==> src/rtl/alu_datapath.sv <==
// 8-bit ALU datapath: add/sub, Booth radix-2 multiply, non-restoring divide.
// Executes one micro-operation per cycle from the control word c.
module alu_datapath (
  input  logic        clk,
  input  logic        rst,
  input  logic [7:0]  x,
  input  logic [7:0]  y,
  input  logic [14:0] c,
  output logic        q_0,
  output logic        q_min1,
  output logic        sign,
  output logic        cnt7,
  output logic [15:0] result,
  output logic        ovf,
  output logic        dbz
);

  typedef enum logic [1:0] {
    MODE_ADD = 2'd0,
    MODE_MUL = 2'd1,
    MODE_DIV = 2'd2
  } mode_e;

  logic [9:0]  a_q, a_d;
  logic [7:0]  q_q, q_d;
  logic        qm1_q, qm1_d;
  logic [7:0]  m_q, m_d;
  logic [2:0]  cnt_q, cnt_d;
  mode_e       mode_q, mode_d;
  logic [15:0] result_q, result_d;
  logic        ovf_q, ovf_d;
  logic        dbz_q, dbz_d;

  logic [9:0]  m_ext;
  logic [9:0]  addsub;
  logic [7:0]  sum8;
  logic        ovf8;
  logic [17:0] shl;

  always_comb begin
    // Divisor is unsigned, so M is zero-extended only while dividing.
    m_ext  = (mode_q == MODE_DIV) ? {2'b00, m_q} : {{2{m_q[7]}}, m_q};
    addsub = c[5] ? (a_q - m_ext) : (a_q + m_ext);
    sum8   = c[5] ? (a_q[7:0] - m_q) : (a_q[7:0] + m_q);
    ovf8   = c[5] ? ((a_q[7] ^ m_q[7]) & (sum8[7] ^ a_q[7]))
                  : (~(a_q[7] ^ m_q[7]) & (sum8[7] ^ a_q[7]));
    shl    = {a_q[8:0], q_q, 1'b0};
  end

  always_comb begin
    a_d      = a_q;
    q_d      = q_q;
    qm1_d    = qm1_q;
    m_d      = m_q;
    cnt_d    = cnt_q;
    mode_d   = mode_q;
    result_d = result_q;
    ovf_d    = ovf_q;
    dbz_d    = dbz_q;
    if (c[0]) begin
      a_d      = {{2{x[7]}}, x};
      m_d      = y;
      q_d      = '0;
      qm1_d    = 1'b0;
      cnt_d    = '0;
      mode_d   = MODE_ADD;
      result_d = '0;
      ovf_d    = 1'b0;
      dbz_d    = 1'b0;
    end else if (c[1]) begin
      a_d      = '0;
      q_d      = x;
      qm1_d    = 1'b0;
      m_d      = y;
      cnt_d    = '0;
      mode_d   = MODE_MUL;
      result_d = '0;
      ovf_d    = 1'b0;
      dbz_d    = 1'b0;
    end else if (c[2]) begin
      a_d      = '0;
      q_d      = x;
      m_d      = y;
      cnt_d    = 3'd7;
      mode_d   = MODE_DIV;
      result_d = '0;
      dbz_d    = (y == 8'd0);
    end else if (c[3]) begin
      if (mode_q == MODE_DIV) {a_d, q_d} = shl;
    end else if (c[4]) begin
      a_d = addsub;
      if (mode_q == MODE_ADD) ovf_d = ovf8;
    end else if (c[6]) begin
      q_d[0] = ~a_q[9];
    end else if (c[7] || c[10]) begin
      cnt_d = cnt_q + 3'd1;
    end else if (c[8]) begin
      a_d   = {a_q[9], a_q[9:1]};
      q_d   = {a_q[0], q_q[7:1]};
      qm1_d = q_q[0];
    end else if (c[9]) begin
      // Last divide iteration keeps its quotient bit in place.
      if (cnt_q != 3'd7) {a_d, q_d} = shl;
    end else if (c[11]) begin
      a_d = a_q + m_ext;
    end else if (c[12]) begin
      result_d[7:0] = a_q[7:0];
    end else if (c[13]) begin
      result_d = {a_q[7:0], q_q};
    end else if (c[14]) begin
      result_d[15:8] = q_q;
    end
  end

  always_ff @(posedge clk or posedge rst) begin
    if (rst) begin
      a_q      <= '0;
      q_q      <= '0;
      qm1_q    <= 1'b0;
      m_q      <= '0;
      cnt_q    <= '0;
      mode_q   <= MODE_ADD;
      result_q <= '0;
      ovf_q    <= 1'b0;
      dbz_q    <= 1'b0;
    end else begin
      a_q      <= a_d;
      q_q      <= q_d;
      qm1_q    <= qm1_d;
      m_q      <= m_d;
      cnt_q    <= cnt_d;
      mode_q   <= mode_d;
      result_q <= result_d;
      ovf_q    <= ovf_d;
      dbz_q    <= dbz_d;
    end
  end

  assign q_0    = q_q[0];
  assign q_min1 = qm1_q;
  assign sign   = a_q[9];
  assign cnt7   = (cnt_q == 3'd7);
  assign result = result_q;
  assign ovf    = ovf_q;
  assign dbz    = dbz_q;

endmodule

==> config.mk <==
export PLATFORM = sky130hd
export DESIGN_NAME = alu_datapath
export DESIGN_NICKNAME = d
export VERILOG_FILES = /design/src/rtl/alu_datapath.sv
export SDC_FILE = /design/constraint.sdc
export NUM_CORES = 1
export LEC_CHECK = 0
export BUFFER_PORTS_ARGS = -buffer_cell sky130_fd_sc_hd__buf_2
export CAP_MARGIN = 10
export CORE_MARGIN = 2
export CORE_UTILIZATION = 40
export CTS_CLUSTER_SIZE = 12
export DETAILED_ROUTE_END_ITERATION = 16
export MAX_ROUTING_LAYER = met4
export PLACE_DENSITY = 0.66
export SYNTH_ARGS = -nofsm -noshare
export SYNTH_HDL_FRONTEND = slang
export SYNTH_SLANG_ARGS = --single-unit
==> constraint.sdc <==
create_clock -name clk -period 2.34 [get_ports clk]
set_clock_uncertainty 0.05 [all_clocks]
set_input_delay 0.234 -clock clk [delete_from_list [all_inputs] [get_ports clk]]
set_output_delay 0.234 -clock clk [all_outputs]
set_load 0.005 [all_outputs]
==> results by group <==
Global routing
  • GRT busiest layer: met2
  • Routing usage on met1: 0.296
  • Largest net degree at the start of global routing: 51
  • Grt ovf: 0
  • First-pass GRT wire length: 19.4 mm
  • Vias in the first global route: 3,672
  • Initial antenna violation count: 0
  • Total global-route track usage: 0.226
  • Met2 Resource Use GR: 0.374
  • GR Layer Usage met3: 0.0272

Yosys
  • Most frequent cell after synthesis: dfrtp_1
  • Post-synthesis xor/xnor area fraction: 0.0362
  • Post-synth top cells: 50 x dfrtp_1, 48 x nand2_1, 45 x nor2_1, 33 x mux2i_1, 28 x o21ai_0
  • Largest family of logic cells by synthesized area: compound AO/OA/AOI/OAI gates
  • Cells after synthesis: 485
  • Synth cell types: 62
  • Cell taking the most area after synthesis: dfrtp_1
  • Yosys reg bits: 50
  • Ys Warns: 0
  • Yosys top cell area share: 0.304
  • Ys flop type: dfrtp_1
  • Multiplexer share of the synthesized area: 0.0858
  • Cell area after synthesis: 0.00411 mm2
  • Syn_area_per_cell: 8.48 um2
  • Adder-Cell Fraction of Synth Area: 0.0919
  • Largest cells by area after synthesis: dfrtp_1 30%, ha_1 8.2%, mux2i_1 8.0%
  • Post-Syn Nets: 547
  • Synth Area in Compound Gates: 0.240
  • Sequential share of the synthesized area: 0.304
  • Post-synth EDFFs: 0
  • Simple-Gate Fraction of Synth Area: 0.189
  • Post-synth ARST share: 1.00

Final layout
  • Area grow syn2layout: 18.2%
  • Antenna diodes: 0
  • Layout cells sized above 1: 0.237
  • Post-route cell area: 0.00486 mm2
  • Non-Filler Instances: 688
  • # nets final: 613

Placement
  • Routability cong.: 0.958
  • Port Buffer Count: 54
  • Placed Cells: 679
  • Placed instance area: 0.00466 mm2
  • Post-DP HPWL: 9.41 mm
  • Post-place setup slack: -0.000334 ns

Clock network
  • Max clock buf depth: 2
  • Clock latency on the worst-skew pair: 0.31 ns
  • Clock sinks: 50
  • CTS tree: built
  • Clock slew at reported path FFs: 0.10 ns
  • CTS buffer count: 5
  • H-Tree Level Count: 2
  • Root buffer cell: clkbuf_8

Routing
  • Drt drc: 0
  • 1st-iter DRT viols: 263
  • Via count: 3,930
  • Post-DR vias/cell: 5.71
  • Drt pass-1 iters: 5
  • Routed WL: 12.2 mm
  • WL/cell: 17.7 um
  • Number of antenna-violating nets in the routed design: 0

Die
  • Std cell rows: 37
  • Ports: 55
  • Initial cell density of the core: 0.406
  • Die Area: 0.0111 mm2
  • Area of the core: 0.0101 mm2
  • Die height: 105 um
  • Die X: 105 um

Worst setup path
  • R2r startpoint: a_q[0]$_DFFE_PP0P_
  • Top delay family on crit path: compound AO/OA/AOI/OAI gates
  • Slowest cell on crit path: dfrtp_1
  • CP Class: reg2reg
  • Crit end category: register
  • Crit-path max FO: 3
  • Worst EP required: 2.49 ns
  • Crit-path max cell delay: 0.37 ns
  • Crit-path cells: ha_2, inv_1, fa_2, or2_2, a221oi_2, nor2_2, a211o_1, a21oi_2, o31ai_1
  • CP Launch Type: register
  • Worst path arrival time: 2.41 ns
  • Worst Setup SP: a_q[0]$_DFFE_PP0P_
  • Critical path buffers and inverters: 1

Power and ir drop
  • Lkg Pwr: 2.21 nW
  • Power Total: 2.58 mW
  • Peak supply drop: 0.000276 V
  • Pwr Density: 530 mW/mm2

Timing
  • Tmin final: 2.26 ns
  • Fmax: 442 MHz
  • Worst Tran Pin Value: 0.899 ns
  • RSZ-0062 raised after global routing: true
  • Fin. Hold Viols: 0
  • Final setup viols: 0
  • Slew Viols, Final: 0
  • Fin worst setup slack: 0.0764 ns
  • Slew HR: 0.398
  • Share of the cycle needed by the critical path after routing: 0.967

Min path
  • Hold Path Class: in2async

Status
  • Status: finished, final reports clean

Flow run
  • Max_cap viols: 0
worst min-delay path: stages:
cell and delay, ns:
buf_2 0.10, inv_2 0.03, buf_4 0.52
state kept, by name (all words and copies together), names as in the netlist:
register and count:
m_q 8, mode_q 2, a_q 10, q_q 8, q_min1 1, dbz 1, cnt_q 3, result 16
ovf 1
where the power goes:
group / internal (mW) / total, mW / switching [mW]
Combinational: 0.392 / 0.914 / 0.521
Sequential: 0.914 / 0.975 / 0.0614
Clock: 0.353 / 0.687 / 0.334
Total: 1.66 / 2.58 / 0.917
cells by family (layout without fill, tap and decap cells):
family,count (synthesis),after routing
buffers and inverters,51,118
xor gates and xnor gates,17,17
adders and majority gates,29,29
AOI/OAI and AO/OA,144,144
and+or+nand+nor,159,159
muxes,35,35
DFF,50,50
per-layer routing:
metal	wire length (um)	share of wire
met1	5390	0.44
met2	5870	0.48
met3	634	0.052
met4	286	0.023
met5	0	0
path summary, 6_finish.rpt:
kind	end	slack, ns	depth (start not counted)
max in group asynchronous	m_q[7]$_DFFE_PP0P_	1.77	3
setup / recovery	a_q[6]$_DFFE_PP0P_	0.08	9
min in group clk	m_q[1]$_DFFE_PP0P_	0.08	3
hold reg to reg	result[0]$_DFFE_PP0P_	0.43	2
hold / removal	result[1]$_DFFE_PP0P_	0.04	3
setup reg to reg	a_q[6]$_DFFE_PP0P_	0.08	9
layout make-up:
type	instances	area, um2
Fill cell	978	5280
Clock inverter	2	38.8
Timing Repair Buffer	88	526
Tap cell	136	170
Inverter	22	85.1
Multi-Input combinational cell	384	2710
Sequential cell	50	1250
Clock buffer	6	82.6
what timing repair did:
item	in CTS	in global routing
hold buffers	0	0
endpoints found under the hold margin	0	0
pin swaps	0	10
endpoints found under the setup margin	1	11
setup buffers	0	1
gates resized for setup	1	23
layout by cell type (no fill, tap or decap), types with 3 or more instances in the layout:
cell       n
buf_2     54
dfrtp_1   50
nand2_1   48
nor2_1    44
buf_4     34
mux2i_1   33
o31ai_1   24
o21ai_0   24
ha_1      24
a21oi_1   23
inv_1     19
nor2b_1   14
xnor2_1   14
nor3_1    12
a31oi_1    9
o21a_1     8
o221ai_1   7
clkbuf_8   6
o211ai_1   5
nand2b_1   5
a221oi_1   5
or3_1      4
o21ai_1    4
or2_2      4
nor4_1     3
nor3_2     3
xor2_1     3
o31ai_2    3
a21boi_0   3
and3_1     3
a211oi_1   3
o22ai_1    3
metrics by stage:
step                  TNS, ns  utilization  hold WS, ns
detailed placement  -0.000334        0.460        0.402
floorplan                   0            -        0.255
finish                      0        0.479       0.0366
global placement            0        0.460        0.399
CTS                         0        0.472       0.0621
global route          -0.0984        0.479       0.0994
(Power assumes the default switching activity.)
